--- config.mk ---
export PLATFORM = sky130hd
export DESIGN_NAME = pw_trigger_gen
export DESIGN_NICKNAME = d
export VERILOG_FILES = /design/src/rtl/pw_trigger_gen.sv
export SDC_FILE = /design/constraint.sdc
export NUM_CORES = 1
export LEC_CHECK = 0
export ABC_AREA = 1
export CAP_MARGIN = 20
export CORE_MARGIN = 4
export CORE_UTILIZATION = 51
export CTS_CLUSTER_SIZE = 25
export DETAILED_ROUTE_END_ITERATION = 7
export MAX_ROUTING_LAYER = met4
export PLACE_DENSITY = 0.77
export SYNTH_ARGS = -nofsm -noshare
export SYNTH_HDL_FRONTEND = slang
export SYNTH_SLANG_ARGS = --single-unit
--- constraint.sdc ---
create_clock -name fe_clk -period 4.99 [get_ports fe_clk]
set_clock_uncertainty 0.2 [all_clocks]
set_input_delay 0.499 -clock fe_clk [delete_from_list [all_inputs] [get_ports fe_clk]]
set_output_delay 0.499 -clock fe_clk [all_outputs]
set_load 0.02 [all_outputs]
--- src/rtl/pw_trigger_gen.sv ---
// pw_trigger_gen: front-end trigger sequencer (fe_clk domain).
// On an accepted pattern match, emits a train of up to pNUM_TRIGGER_PULSES
// trigger pulses (each with its own delay/width) and, independently, a
// single-cycle capture-enable pulse after a programmable capture delay.
// Optional build macro: PW_TRIG_MATCH_COUNT_EN adds saturating accepted /
// dropped match counters (O_match_count, O_match_dropped).
module pw_trigger_gen #(
  parameter int pNUM_TRIGGER_PULSES  = 8,
  parameter int pNUM_TRIGGER_WIDTH   = 4,
  parameter int pDELAY_WIDTH         = 24,
  parameter int pWIDTH_WIDTH         = 24,
  parameter int pCAPTURE_DELAY_WIDTH = 18
) (
  input  logic                                         fe_clk,
  input  logic                                         reset_n,
  input  logic                                         I_arm,
  input  logic                                         I_trigger_enable,
  input  logic                                         I_match,
  input  logic [pNUM_TRIGGER_WIDTH-1:0]                I_num_triggers,
  input  logic [pDELAY_WIDTH*pNUM_TRIGGER_PULSES-1:0]  I_trigger_delay,
  input  logic [pWIDTH_WIDTH*pNUM_TRIGGER_PULSES-1:0]  I_trigger_width,
  input  logic [pCAPTURE_DELAY_WIDTH-1:0]              I_capture_delay,
  output logic                                         O_trigger,
  output logic                                         O_capture_enable_pulse,
  output logic                                         O_busy,
  output logic [pNUM_TRIGGER_WIDTH-1:0]                O_pulse_index
`ifdef PW_TRIG_MATCH_COUNT_EN
  ,
  output logic [15:0]                                  O_match_count,
  output logic [15:0]                                  O_match_dropped
`endif
);

  localparam int CNT_W = (pDELAY_WIDTH > pWIDTH_WIDTH) ? pDELAY_WIDTH : pWIDTH_WIDTH;
  localparam int IW    = pNUM_TRIGGER_WIDTH;
  localparam int CW    = pCAPTURE_DELAY_WIDTH;

  localparam logic [1:0] ST_IDLE  = 2'd0;
  localparam logic [1:0] ST_DELAY = 2'd1;
  localparam logic [1:0] ST_PULSE = 2'd2;

  localparam logic [IW-1:0]    IDX_ONE    = {{(IW-1){1'b0}}, 1'b1};
  localparam logic [CNT_W-1:0] CNT_ONE    = {{(CNT_W-1){1'b0}}, 1'b1};
  localparam logic [CW-1:0]    CAP_ONE    = {{(CW-1){1'b0}}, 1'b1};
  localparam logic [IW:0]      MAX_PULSES = (IW+1)'(pNUM_TRIGGER_PULSES);
  localparam logic [IW-1:0]    MAX_LAST   = IW'(pNUM_TRIGGER_PULSES - 1);

  // Select delay entry idx from a packed delay vector.
  function automatic logic [pDELAY_WIDTH-1:0] sel_delay(
    input logic [pDELAY_WIDTH*pNUM_TRIGGER_PULSES-1:0] vec, input logic [IW-1:0] idx);
    sel_delay = '0;
    for (int k = 0; k < pNUM_TRIGGER_PULSES; k++)
      if (idx == k[IW-1:0]) sel_delay = vec[k*pDELAY_WIDTH +: pDELAY_WIDTH];
  endfunction

  // Select width entry idx from a packed width vector.
  function automatic logic [pWIDTH_WIDTH-1:0] sel_width(
    input logic [pWIDTH_WIDTH*pNUM_TRIGGER_PULSES-1:0] vec, input logic [IW-1:0] idx);
    sel_width = '0;
    for (int k = 0; k < pNUM_TRIGGER_PULSES; k++)
      if (idx == k[IW-1:0]) sel_width = vec[k*pWIDTH_WIDTH +: pWIDTH_WIDTH];
  endfunction

  // max(v,1)-1: a zero field still lasts one cycle.
  function automatic logic [CNT_W-1:0] floor_m1(input logic [CNT_W-1:0] v);
    floor_m1 = (v == '0) ? '0 : (v - CNT_ONE);
  endfunction

  logic [1:0]                                  state_q, state_d;
  logic [CNT_W-1:0]                            cnt_q, cnt_d;
  logic [IW-1:0]                               idx_q, idx_d;
  logic [IW-1:0]                               num_last_q, num_last_d;
  logic [pDELAY_WIDTH*pNUM_TRIGGER_PULSES-1:0] dly_q, dly_d;
  logic [pWIDTH_WIDTH*pNUM_TRIGGER_PULSES-1:0] wid_q, wid_d;
  logic                                        fired_q, fired_d;
  logic [CW-1:0]                               cap_cnt_q, cap_cnt_d;
  logic                                        cap_run_q, cap_run_d;
  logic                                        cap_pulse_q, cap_pulse_d;
  logic                                        trig_q, trig_d;
  logic                                        busy_q, busy_d;
  logic                                        accept_s;
  logic [pDELAY_WIDTH-1:0]                     d0_s;

  // Next-state logic: accept, fired flag, capture counter and trigger FSM.
  always_comb begin
    state_d     = state_q;
    cnt_d       = cnt_q;
    idx_d       = idx_q;
    num_last_d  = num_last_q;
    dly_d       = dly_q;
    wid_d       = wid_q;
    cap_cnt_d   = cap_cnt_q;
    cap_run_d   = cap_run_q;
    cap_pulse_d = 1'b0;
    d0_s        = sel_delay(I_trigger_delay, '0);

    accept_s = I_match & I_arm & ~fired_q & (state_q == ST_IDLE) & ~cap_run_q & ~cap_pulse_q;

    if (!I_arm) begin
      fired_d = 1'b0;
    end else if (accept_s) begin
      fired_d = 1'b1;
    end else begin
      fired_d = fired_q;
    end

    // Shadow the quasi-static configuration exactly once, on accept.
    if (accept_s) begin
      dly_d = I_trigger_delay;
      wid_d = I_trigger_width;
      if (I_num_triggers == '0) begin
        num_last_d = '0;
      end else if ({1'b0, I_num_triggers} > MAX_PULSES) begin
        num_last_d = MAX_LAST;
      end else begin
        num_last_d = I_num_triggers - IDX_ONE;
      end
    end else begin
      num_last_d = num_last_q;
    end

    // Capture path: pulse lands capture_delay+1 cycles after accept.
    if (accept_s) begin
      if (I_capture_delay == '0) begin
        cap_pulse_d = 1'b1;
        cap_run_d   = 1'b0;
        cap_cnt_d   = '0;
      end else begin
        cap_run_d = 1'b1;
        cap_cnt_d = I_capture_delay - CAP_ONE;
      end
    end else if (cap_run_q) begin
      if (cap_cnt_q == '0) begin
        cap_run_d   = 1'b0;
        cap_pulse_d = 1'b1;
      end else begin
        cap_cnt_d = cap_cnt_q - CAP_ONE;
      end
    end else begin
      cap_run_d = 1'b0;
    end

    // Trigger FSM. The first delay is taken straight from the inputs and
    // a zero delay jumps directly to PULSE so pulse 0 rises delay[0]+1
    // cycles after the accept cycle.
    case (state_q)
      ST_IDLE: begin
        if (accept_s && I_trigger_enable) begin
          idx_d = '0;
          if (d0_s == '0) begin
            state_d = ST_PULSE;
            cnt_d   = floor_m1(CNT_W'(sel_width(I_trigger_width, '0)));
          end else begin
            state_d = ST_DELAY;
            cnt_d   = CNT_W'(d0_s) - CNT_ONE;
          end
        end else begin
          state_d = ST_IDLE;
          idx_d   = '0;
        end
      end
      ST_DELAY: begin
        if (!I_trigger_enable) begin
          state_d = ST_IDLE;
          idx_d   = '0;
          cnt_d   = '0;
        end else if (cnt_q == '0) begin
          state_d = ST_PULSE;
          cnt_d   = floor_m1(CNT_W'(sel_width(wid_q, idx_q)));
        end else begin
          cnt_d = cnt_q - CNT_ONE;
        end
      end
      ST_PULSE: begin
        if (!I_trigger_enable) begin
          state_d = ST_IDLE;
          idx_d   = '0;
          cnt_d   = '0;
        end else if (cnt_q == '0) begin
          if (idx_q == num_last_q) begin
            state_d = ST_IDLE;
            idx_d   = '0;
            cnt_d   = '0;
          end else begin
            state_d = ST_DELAY;
            idx_d   = idx_q + IDX_ONE;
            cnt_d   = floor_m1(CNT_W'(sel_delay(dly_q, idx_q + IDX_ONE)));
          end
        end else begin
          cnt_d = cnt_q - CNT_ONE;
        end
      end
      default: begin
        state_d = ST_IDLE;
        idx_d   = '0;
        cnt_d   = '0;
      end
    endcase

    trig_d = (state_d == ST_PULSE);
    busy_d = (state_d != ST_IDLE) | cap_run_d | cap_pulse_d;
  end

  // State, shadow and output registers.
  always_ff @(posedge fe_clk or negedge reset_n) begin
    if (!reset_n) begin
      state_q     <= ST_IDLE;
      cnt_q       <= '0;
      idx_q       <= '0;
      num_last_q  <= '0;
      dly_q       <= '0;
      wid_q       <= '0;
      fired_q     <= 1'b0;
      cap_cnt_q   <= '0;
      cap_run_q   <= 1'b0;
      cap_pulse_q <= 1'b0;
      trig_q      <= 1'b0;
      busy_q      <= 1'b0;
    end else begin
      state_q     <= state_d;
      cnt_q       <= cnt_d;
      idx_q       <= idx_d;
      num_last_q  <= num_last_d;
      dly_q       <= dly_d;
      wid_q       <= wid_d;
      fired_q     <= fired_d;
      cap_cnt_q   <= cap_cnt_d;
      cap_run_q   <= cap_run_d;
      cap_pulse_q <= cap_pulse_d;
      trig_q      <= trig_d;
      busy_q      <= busy_d;
    end
  end

  assign O_trigger              = trig_q;
  assign O_capture_enable_pulse = cap_pulse_q;
  assign O_busy                 = busy_q;
  assign O_pulse_index          = idx_q;

`ifdef PW_TRIG_MATCH_COUNT_EN
  logic        arm_q;
  logic [15:0] mcnt_q;
  logic [15:0] mdrop_q;

  // Saturating accepted/dropped match counters, cleared on arm rising edge.
  always_ff @(posedge fe_clk or negedge reset_n) begin
    if (!reset_n) begin
      arm_q   <= 1'b0;
      mcnt_q  <= 16'h0000;
      mdrop_q <= 16'h0000;
    end else begin
      arm_q <= I_arm;
      if (I_arm && !arm_q) begin
        mcnt_q  <= 16'h0000;
        mdrop_q <= 16'h0000;
      end else begin
        if (accept_s && (mcnt_q != 16'hFFFF)) mcnt_q <= mcnt_q + 16'h0001;
        if (I_match && I_arm && !accept_s && (mdrop_q != 16'hFFFF)) mdrop_q <= mdrop_q + 16'h0001;
      end
    end
  end

  assign O_match_count   = mcnt_q;
  assign O_match_dropped = mdrop_q;
`endif

endmodule

# Word-level counts from Yosys, hierarchy flattened
# Index checks and enable logic that the tools add are counted.
[totals]
wordCells = 137
ff_bits = 441
inputBits = 411
[classes]
n_eq_ne = 23
reduce_logical = 16
n_bitwise = 10
add_sub_neg = 9
order_cmp = 1
n_mux = 66
[ops]
columns = ["cell", "count"]
rows = [
  ["$mux W24", 36],
  ["$logic_not A24 Y1", 5],
  ["$sub A24 B1 Y24 const B", 5],
  ["$mux W18", 4],
  ["$pmux W24 S3", 1],
  ["$logic_not A18 Y1", 2],
  ["$sub A18 B1 Y18 const B", 2],
  ["$eq A4 B3 Y1 const B", 8],
  ["$mux W4", 6],
  ["$eq A4 B2 Y1 const B", 4],
  ["$logic_not A4 Y1", 3],
  ["$mux W2", 6],
  ["$mux W1", 11],
  ["$eq A4 B1 Y1 const B", 2],
  ["$pmux W4 S2", 1],
  ["$pmux W2 S3", 1],
  ["$and A1 B1 Y1", 5],
  ["$add A4 B1 Y4 const B", 1],
  ["$eq A2 B2 Y1 const B", 2],
  ["$eq A4 B4 Y1", 1],
  ["$gt A4 B4 Y1 const B", 1],
  ["$ne A2 B1 Y1 const B", 2],
  ["$ne A2 B2 Y1 const B", 2],
  ["$reduce_and A2 Y1", 2],
  ["other kinds (8)", 12],
]

# Depth between registers and ports, before layout
# Gate-level depths: netlist of run 1.
[depth]
depth_word = 20
ltp_mapped = 30

# Worst setup path before layout of run 1
# Ideal clock, no wire load.
[synth_timing]
kind = "flip-flop to flip-flop"
from = "register idx_q[1] (netlist: O_pulse_index[1])"
to = "register cnt_q[20]"
t_required_ns = 4.724
arrival_ns = 3.364
n_path_buf = 2
stages_incl_launch_ff = 25
path_slack_ns = 1.360
setup_ns = 0.066
path_cell_list = "dfrtp_1 -> inv_1 -> ha_1 -> inv_1 -> buf_1 -> nor2_4 -> inv_2 -> clkbuf_1 -> nor2_1 -> nor2_1 -> nand2_1 -> nand2_1 -> inv_1 -> ha_1 -> nand2_1 -> nor2_4 -> nand2_2 -> nor2_8 -> a21oi_4 -> nand3_1 -> nand2_1 -> nand2_1 -> nand2_1 -> nand2_1 -> nand2_1"
[synth_via]
elab_chain_cells = 20
elab_cells_between_ends = 53
classes_between = "add/sub: 3; eq/ne: 15; mux: 31; reduce/logical: 4"
[synth_rtl]
columns = ["item", "line", "text"]
rows = [
  ["start, declared", "71", "logic [IW-1:0] idx_q, idx_d;"],
  ["start signal, assigned", "222", "idx_q <= idx_d;"],
  ["$add A4 B1 Y4", "187", "cnt_d = floor_m1(CNT_W'(sel_delay(dly_q, idx_q + IDX_ONE)));"],
  ["$logic_not A4 Y1", "53", "if (idx == k[IW-1:0]) sel_delay = vec[k*pDELAY_WIDTH +: pDELAY_WIDTH];"],
  ["$mux W24 (8 in a row)", "53", ""],
  ["$mux W24", "180", "if (idx_q == num_last_q) begin"],
  ["$mux W24", "179", "end else if (cnt_q == '0) begin"],
  ["$mux W24", "175", "if (!I_trigger_enable) begin"],
  ["$mux W24", "146", "case (state_q)"],
  ["$sub A24 B1 Y24 or $logic_not A24 Y1 (tied branches)", "66", "floor_m1 = (v == '0) ? '0 : (v - CNT_ONE);"],
  ["$mux W24", "66", ""],
  ["$mux W24", "180", ""],
  ["$mux W24", "179", ""],
  ["$mux W24", "175", ""],
  ["$pmux W24 S3 *", "146", ""],
  ["end signal, assigned", "221", "cnt_q <= cnt_d;"],
  ["end, declared", "70", "logic [CNT_W-1:0] cnt_q, cnt_d;"],
]
# Every way passes the cells marked *; elsewhere a longest branch is shown, timed or not. The select of a mux whose other input is x is not followed.
# A chain may end at the register's enable or synchronous reset.

# Worst setup path after layout of run 1
[layout_timing]
from = "register idx_q[0] (netlist: O_pulse_index[0])"
to = "register cnt_q[11]"
# The elaborated chain is that of the path after synthesis.

==> run_results.csv, run 1 <==
group,metric,value,unit
logic_synthesis,syn-num-nets,4065,
logic_synthesis,synth_edf_count,0,
power_and_ir_drop,power.density,245,mW/mm^2
die,die_area,0.0531,sq mm
power_and_ir_drop,combPwrFrac,6.9,%
clock_tree,clock_latency,0.61,ns
sta,clock.fmax,0.229,GHz
placement,io_buffers,417,
global_route,grt_overflow_total,0,
die,rows,81,
worst_setup_path,crit_fanout,45,
clock_tree,cts.clk_slew.worst_paths,0.06,ns
sta,setup_viol,0,
die,start_util,51.5,%
power_and_ir_drop,sequentialPowerShare,46.2,%
routing,drcViolationCount,0,
logic_synthesis,syn_inst,3638,
power_and_ir_drop,pwr-share-clk,46.9,%
logic_synthesis,synthSimpleGateAreaFrac,36.3,%
final_layout,layout.nets,4418,
logic_synthesis,yosysUniqueCellTypes,55,
power_and_ir_drop,p_int,6.00,mW
worst_setup_path,reg2reg_slack,0.62,ns
logic_synthesis,ys_ff_latch,441,
worst_setup_path,endpoint_kind,"flop",
power_and_ir_drop,leakage,16.5,nW
logic_synthesis,synthTopCellsByArea,"dfrtp_1, nand2_1, o21ai_0, inv_1, nor2_1",
logic_synthesis,syn-cell-area,0.0252,sq mm
worst_setup_path,critPathKind,"reg -> reg",
placement,place_congestion,1.01,
sta,tightest_slew,0.985,ns
worst_setup_path,arrival,4.66,ns
global_route,grt_max_degree,109,
logic_synthesis,synth-main-ff-cell,"dfrtp_1",
logic_synthesis,ys_seq_area_share,43.7,%
min_path,hp-class,"in -> reg",
placement,dpl.cell_count,4604,
routing,ant_nets,0,
routing,vias,25300,
routing,wl,91.0,mm
sta,final_max_slew_viol_count,0,
clock_tree,htree_levels,2,
final_layout,mostFrequentLayoutCells,"nand2_1, dfrtp_1, clkdlybuf4s50_1",
sta,finalHoldViolations,0,
sta,finalCriticalPeriod,4.37,ns
worst_setup_path,start_kind,"flop",
sta,tns,0,ns
placement,dpl.hpwl,69.1,mm
logic_synthesis,synth-async-reset-ratio,100,%
routing,firstDrtPassIters,6,
logic_synthesis,synth-compound-area-share,9.24,%
die,die_y,230,microns
logic_synthesis,synth_fa_ha_area_share,0.794,%
die,boundaryPins,418,
die,fp.coreArea,0.0490,sq mm
logic_synthesis,yosysWarningCount,0,
worst_setup_path,cp.required,5.27,ns
routing,wl_per_cell,19.3,microns
power_and_ir_drop,power_switching,1.74,mW
clock_tree,cts_resized,0,
clock_tree,clock_sinks,441,
global_route,grtUsageTotal,34.2,%
logic_synthesis,synth_xor_area_share,2.78,%
sta,rsz0062_at_grt,"false",
final_layout,syn_to_final_growth,25.4,%
routing,via_per_inst,5.37,
global_route,grt_first_pass_wirelength,138,mm
sta,finalCritPeriodShare,87.6,%
final_layout,layout_commonest_cell,"nand2_1",
clock_tree,cts_root_buf,"clkbuf_16",
logic_synthesis,avgSynthCellArea,6.93,sq um
status,status,"completed",
sta,maxSlewHeadroom,34.1,%
logic_synthesis,synthMuxAreaShare,0,%
global_route,grt_pass1_vias,24000,
logic_synthesis,synth_top_area_cell,"dfrtp_1",
die,dieWidth,230,microns
power_and_ir_drop,ir_worst_vdd,0.193,mV
logic_synthesis,yosys.area.top_type_share,43.7,%
final_layout,instances_no_fill,4711,
clock_tree,cts_buffer_depth,3,
routing,drt-initial-drc-count,3092,
clock_tree,cts_tree,"done",
clock_tree,cts_buffers,48,
final_layout,layout-drive-gt1-share,5.04,%
power_and_ir_drop,p_sw_share,22.5,%
logic_synthesis,synth_top_family_by_area,"simple AND/OR/NAND/NOR gates",
flow_run,cap_violations,0,
global_route,antenna_found_initial,24,
cells by family after synthesis:
family	count (synthesis)
xor gates and xnor gates	80
buffers and inverters	453
and+or+nand+nor	2221
DFF	441
AOI/OAI and AO/OA	427
adders and majority gates	16
Yosys cell counts, types with 13 or more instances:
cell type / count
nand2_1: 1583
dfrtp_1: 441
inv_1: 283
nor2_1: 273
o21ai_0: 225
nand3_1: 203
clkbuf_1: 116
a21oi_1: 110
xor2_1: 57
nand4_1: 30
nor3_1: 30
buf_2: 29
o211ai_1: 26
xnor2_1: 23
nor2_2: 19
ha_1: 16
nor2_4: 14
or2_0: 14
o22ai_1: 13
timing repair:
action,CTS,global route
endpoints found under the setup margin,0,0
buffers inserted,0,0
hold endpoints to repair,81,0
hold buffers,1,0
sequential cells by signal, summed over array words and instances, names as in the netlist:
name                    count
fired_q                     1
cap_run_q                   1
cnt_q                      24
wid_q                     192
dly_q                     192
O_busy                      1
num_last_q                  4
state_q                     2
O_pulse_index               4
O_capture_enable_pulse      1
cap_cnt_q                  18
O_trigger                   1
worst max-delay path, cell delays in order, from the launching register on:
cell and delay (ns):
dfrtp_1 0.52, inv_1 0.17, ha_1 0.26, nand2_2 0.59, nand3_1 0.30, o211ai_1 0.25
nand4_1 0.22, nand2_1 0.16, nand2_1 0.08, nand2_1 0.14, inv_1 0.05, nor2_1 0.15
nand2_1 0.12, nor2_4 0.18, nand3_4 0.16, nand2_4 0.19, inv_1 0.13, nand2_1 0.10
nand4_1 0.15, nand2_1 0.10, nand2_1 0.05
through the flow:
step	util, %	hold slack (ns)	total power, mW	cell area [sq um]	setup slack, ns
global placement	61.2	0.257	4.17	30000	0.829
floorplan	-	0.00341	3.71	25200	1.36
finish	64.6	0.224	7.74	31600	0.617
global route	64.6	0.225	7.94	31600	0.242
detailed placement	61.2	0.262	4.17	30000	0.778
CTS	64.5	0.210	7.77	31600	0.767
path summary, 6_finish.rpt:
check	endpoint	start	cells after the start
max in group asynchronous	dly_q[52]$_DFFE_PN0P_	reset_n	3
min	wid_q[57]$_DFFE_PN0P_	I_trigger_width[57]	3
min in group asynchronous	wid_q[81]$_DFFE_PN0P_	reset_n	2
max reg2reg	cnt_q[11]$_DFFE_PN0P_	O_pulse_index[0]$_DFFE_PN0P_	20
min reg2reg	dly_q[176]$_DFFE_PN0P_	dly_q[176]$_DFFE_PN0P_	2
max	cnt_q[11]$_DFFE_PN0P_	O_pulse_index[0]$_DFFE_PN0P_	20
area by class of cell:
cell class / count / area, sq um
Antenna cell: 23 / 57.6
Clock buffer: 70 / 1450
Clock inverter: 13 / 151
Fill cell: 4430 / 17300
Inverter: 295 / 1110
Multi-Input combinational cell: 2744 / 12400
Sequential cell: 441 / 11000
Tap cell: 664 / 831
Timing Repair Buffer: 461 / 4600
power groups by stage:
stage | Combinational [mW] | Sequential (mW) | Clock, mW
2_1_floorplan | 0.0691 | 3.64 | 0
3_3_place_gp | 0.531 | 3.64 | 0
3_5_place_dp | 0.533 | 3.64 | 0
4_1_cts | 0.538 | 3.58 | 3.65
5_1_grt | 0.577 | 3.57 | 3.79
6_report | 0.537 | 3.58 | 3.63
per-layer routing:
layer  share of wire (%)  global-route usage, %  vias up
met3                 9.4                   8.03      191
li1                    -                      -    12200
met5                   0                      -        -
met4                 3.8                   11.9        0
met2                  44                   50.8     1204
met1                  42                   46.4    11800
Note: power is estimated with default switching activity, not from simulation.
==> inputs of run 2 (changes only) <==
Settings changed: CORE_UTILIZATION 51 to 54, PLACE_DENSITY 0.77 to 0.81.
==> run 2 against run 1 <==
  * First-iteration DRC count increased by 0.65%
  * Via count is 0.94% higher
  * Critical path type unchanged
  * Global-route usage rose by 2.3 points
  * Critical endpoint is now cnt_q[14]$_DFFE_PN0P_
  * Sequential share of layout area is 0.25 points higher
  * Utilization is 4.0 points higher
==> run_results.csv, run 2 (synthesis results as in run 1) <==
group,metric,value,unit
global_route,antenna_found_initial,17,
sta,maxSlewHeadroom,27.9,%
final_layout,instances_no_fill,4642,
routing,via_per_inst,5.51,
sta,tns,0,ns
routing,wl,91.7,mm
global_route,grt_max_degree,128,
final_layout,syn_to_final_growth,24.5,%
clock_tree,clock_sinks,441,
placement,post-place-ws,0.741,ns
power_and_ir_drop,p_int,5.87,mW
min_path,hp-class,"in -> reg",
global_route,grt_first_pass_wirelength,139,mm
min_path,min_from,"I_trigger_delay[161]",
final_layout,top_regs,"dly_q x192, wid_q x192, cnt_q x24",
worst_setup_path,cp.required,5.32,ns
routing,ant_nets,0,
final_layout,final_area,0.0314,sq mm
worst_setup_path,cp-endpoint,"cnt_q[14]$_DFFE_PN0P_",
placement,dpl.cell_count,4535,
power_and_ir_drop,power.density,242,mW/mm^2
routing,vias,25600,
power_and_ir_drop,combPwrFrac,7.0,%
die,dieWidth,224,microns
worst_setup_path,crit_slowest_cell,"nor2_2",
power_and_ir_drop,power_switching,1.73,mW
sta,setup_viol,0,
routing,drt-initial-drc-count,3112,
sta,setup_ws,0.628,ns
sta,final_max_slew_viol_count,0,
die,start_util,55.1,%
final_layout,layout-drive-gt1-share,4.90,%
final_layout,mostFrequentLayoutCells,"nand2_1, dfrtp_1, clkdlybuf4s50_1",
worst_setup_path,reg2reg_from,"O_pulse_index[1]$_DFFE_PN0P_",
worst_setup_path,reg2reg_slack,0.63,ns
sta,whs,0.235,ns
global_route,grt_overflow_total,0,
final_layout,layout_commonest_cell,"nand2_1",
min_path,hold_depth,3,
sta,finalCritPeriodShare,87.4,%
die,rows,78,
sta,tightest_slew,1.08,ns
clock_tree,cts_buffer_depth,3,
placement,place_congestion,1.02,
die,die_area,0.0502,sq mm
worst_setup_path,rr_worst_depth,22,
power_and_ir_drop,sequentialPowerShare,47.1,%
flow_run,cap_violations,0,
routing,wl_per_cell,19.8,microns
worst_setup_path,cp_slowest_stage_delay,0.76,ns
clock_tree,cts_tree,"done",
global_route,grt_pass1_vias,24200,
global_route,grtUsageTotal,36.6,%
power_and_ir_drop,p_sw_share,22.8,%
power_and_ir_drop,ir_worst_vdd,0.258,mV
placement,place_area,0.0298,sq mm
worst_setup_path,path_cells,"inv_1 -> ha_1 -> inv_1 -> nor2_2 -> nand2_1 -> nand3_1 -> o21ai_0 -> o21bai_1 -> nand2_1 -> nand2_1 -> nand2_1 -> o21ai_0 -> nor2_1 -> nand2_1 -> nor2_4 -> nand3_4 -> nand2_4 -> inv_1 -> a31oi_1 -> nand2_1 -> nand2_1 -> nand2_1",
worst_setup_path,critPathLaunch,"O_pulse_index[1]$_DFFE_PN0P_",
placement,dpl.hpwl,69.7,mm
status,status,"completed",
routing,firstDrtPassIters,6,
clock_tree,htree_levels,2,
sta,finalCriticalPeriod,4.36,ns
worst_setup_path,critPathKind,"reg -> reg",
worst_setup_path,start_kind,"flop",
final_layout,fin_util,68.6,%
power_and_ir_drop,pwr-share-clk,45.9,%
clock_tree,clock_latency,0.59,ns
die,boundaryPins,418,
placement,io_buffers,417,
die,die_y,224,microns
power_and_ir_drop,fin_total_pwr,7.59,mW
sta,finalHoldViolations,0,
routing,drcViolationCount,0,
worst_setup_path,crit_path_frequent_cell,"nand2_1",
final_layout,layout.nets,4412,
clock_tree,cts_root_buf,"clkbuf_16",
sta,clock.fmax,0.229,GHz
clock_tree,post_cts_buffers,0,
worst_setup_path,endpoint_kind,"flop",
worst_setup_path,arrival,4.69,ns
clock_tree,cts.clk_slew.worst_paths,0.06,ns
clock_tree,cts_buffers,47,
power_and_ir_drop,leakage,16.5,nW
sta,rsz0062_at_grt,"false",
worst_setup_path,crit_fanout,24,
die,fp.coreArea,0.0458,sq mm
worst_setup_path,rr_endpoint,"cnt_q[14]$_DFFE_PN0P_",
==> run 2: changes by cell type in the layout (fill, tap and decap cells not counted), moves of 2 or more <==
cell and change:
buf_4 -4, clkinv_2 +4, clkbuf_8 -8, clkinvlp_4 +2
inv_6 +2, clkbuf_1 +6, diode_2 -5
==> run 2: final cells by class <==
cell class | count | area [sq um]
Sequential cell | 441 | 11000
Inverter | 295 | 1110
Tap cell | 600 | 751
Fill cell | 3972 | 14400
Clock buffer | 67 | 1330
Clock inverter | 21 | 183
Timing Repair Buffer | 456 | 4550
Antenna cell | 18 | 45.0
Multi-Input combinational cell | 2744 | 12400
==> run 2: worst max-delay path, delay by kind of cell (launching register included) <==
kind	cells	cell delay, ns
AND/OR/NAND/NOR	14	2.18
buffers and inverters	3	0.51
AO/OA/AOI/OAI	4	0.69
flip-flops	1	0.48
adder cells (fa/ha/maj)	1	0.23
==> run 2: worst min-delay path by stage <==
| stage | slack, ns | to |
|---|---|---|
| finish | 0.23 | dly_q[161]$_DFFE_PN0P_ |
| floorplan | 0.003 | O_busy$_DFF_PN0_ |
| global placement | 0.26 | dly_q[63]$_DFFE_PN0P_ |
| global route | 0.23 | dly_q[159]$_DFFE_PN0P_ |
| detailed placement | 0.26 | dly_q[63]$_DFFE_PN0P_ |
| CTS | 0.21 | dly_q[144]$_DFFE_PN0P_ |
==> run 2: power groups by stage <==
stage                     Sequential, mW  Combinational (mW)  Clock [mW]
after floorplan                     3.64              0.0691           0
after global placement              3.64               0.526           0
after detailed placement            3.64               0.529           0
after CTS                           3.58               0.534        3.51
after global routing                3.57               0.573        3.67
final                               3.58               0.534        3.48
==> run 2: metal layers <==
| layer | vias up | global-route usage [%] | routed length (microns) |
|---|---|---|---|
| met5 | - | - | 0 |
| met4 | 0 | 10.8 | 3070 |
| met1 | 12000 | 50.9 | 39300 |
| met3 | 156 | 7.04 | 8350 |
| li1 | 12200 | - | - |
| met2 | 1235 | 54.9 | 41100 |
==> run 2: what timing repair did <==
| action | 4_1_cts | 5_1_grt |
|---|---|---|
| hold buffers | 1 | 0 |
| gates resized for setup | 0 | 0 |
| hold endpoints to repair | 123 | 0 |
==> inputs of run 3 (changes only) <==
Settings changed: TNS_END_PERCENT from default to 50.
==> results of run 3 <==
Same layout as run 2: the final DEF is identical, and so are final timing and power.
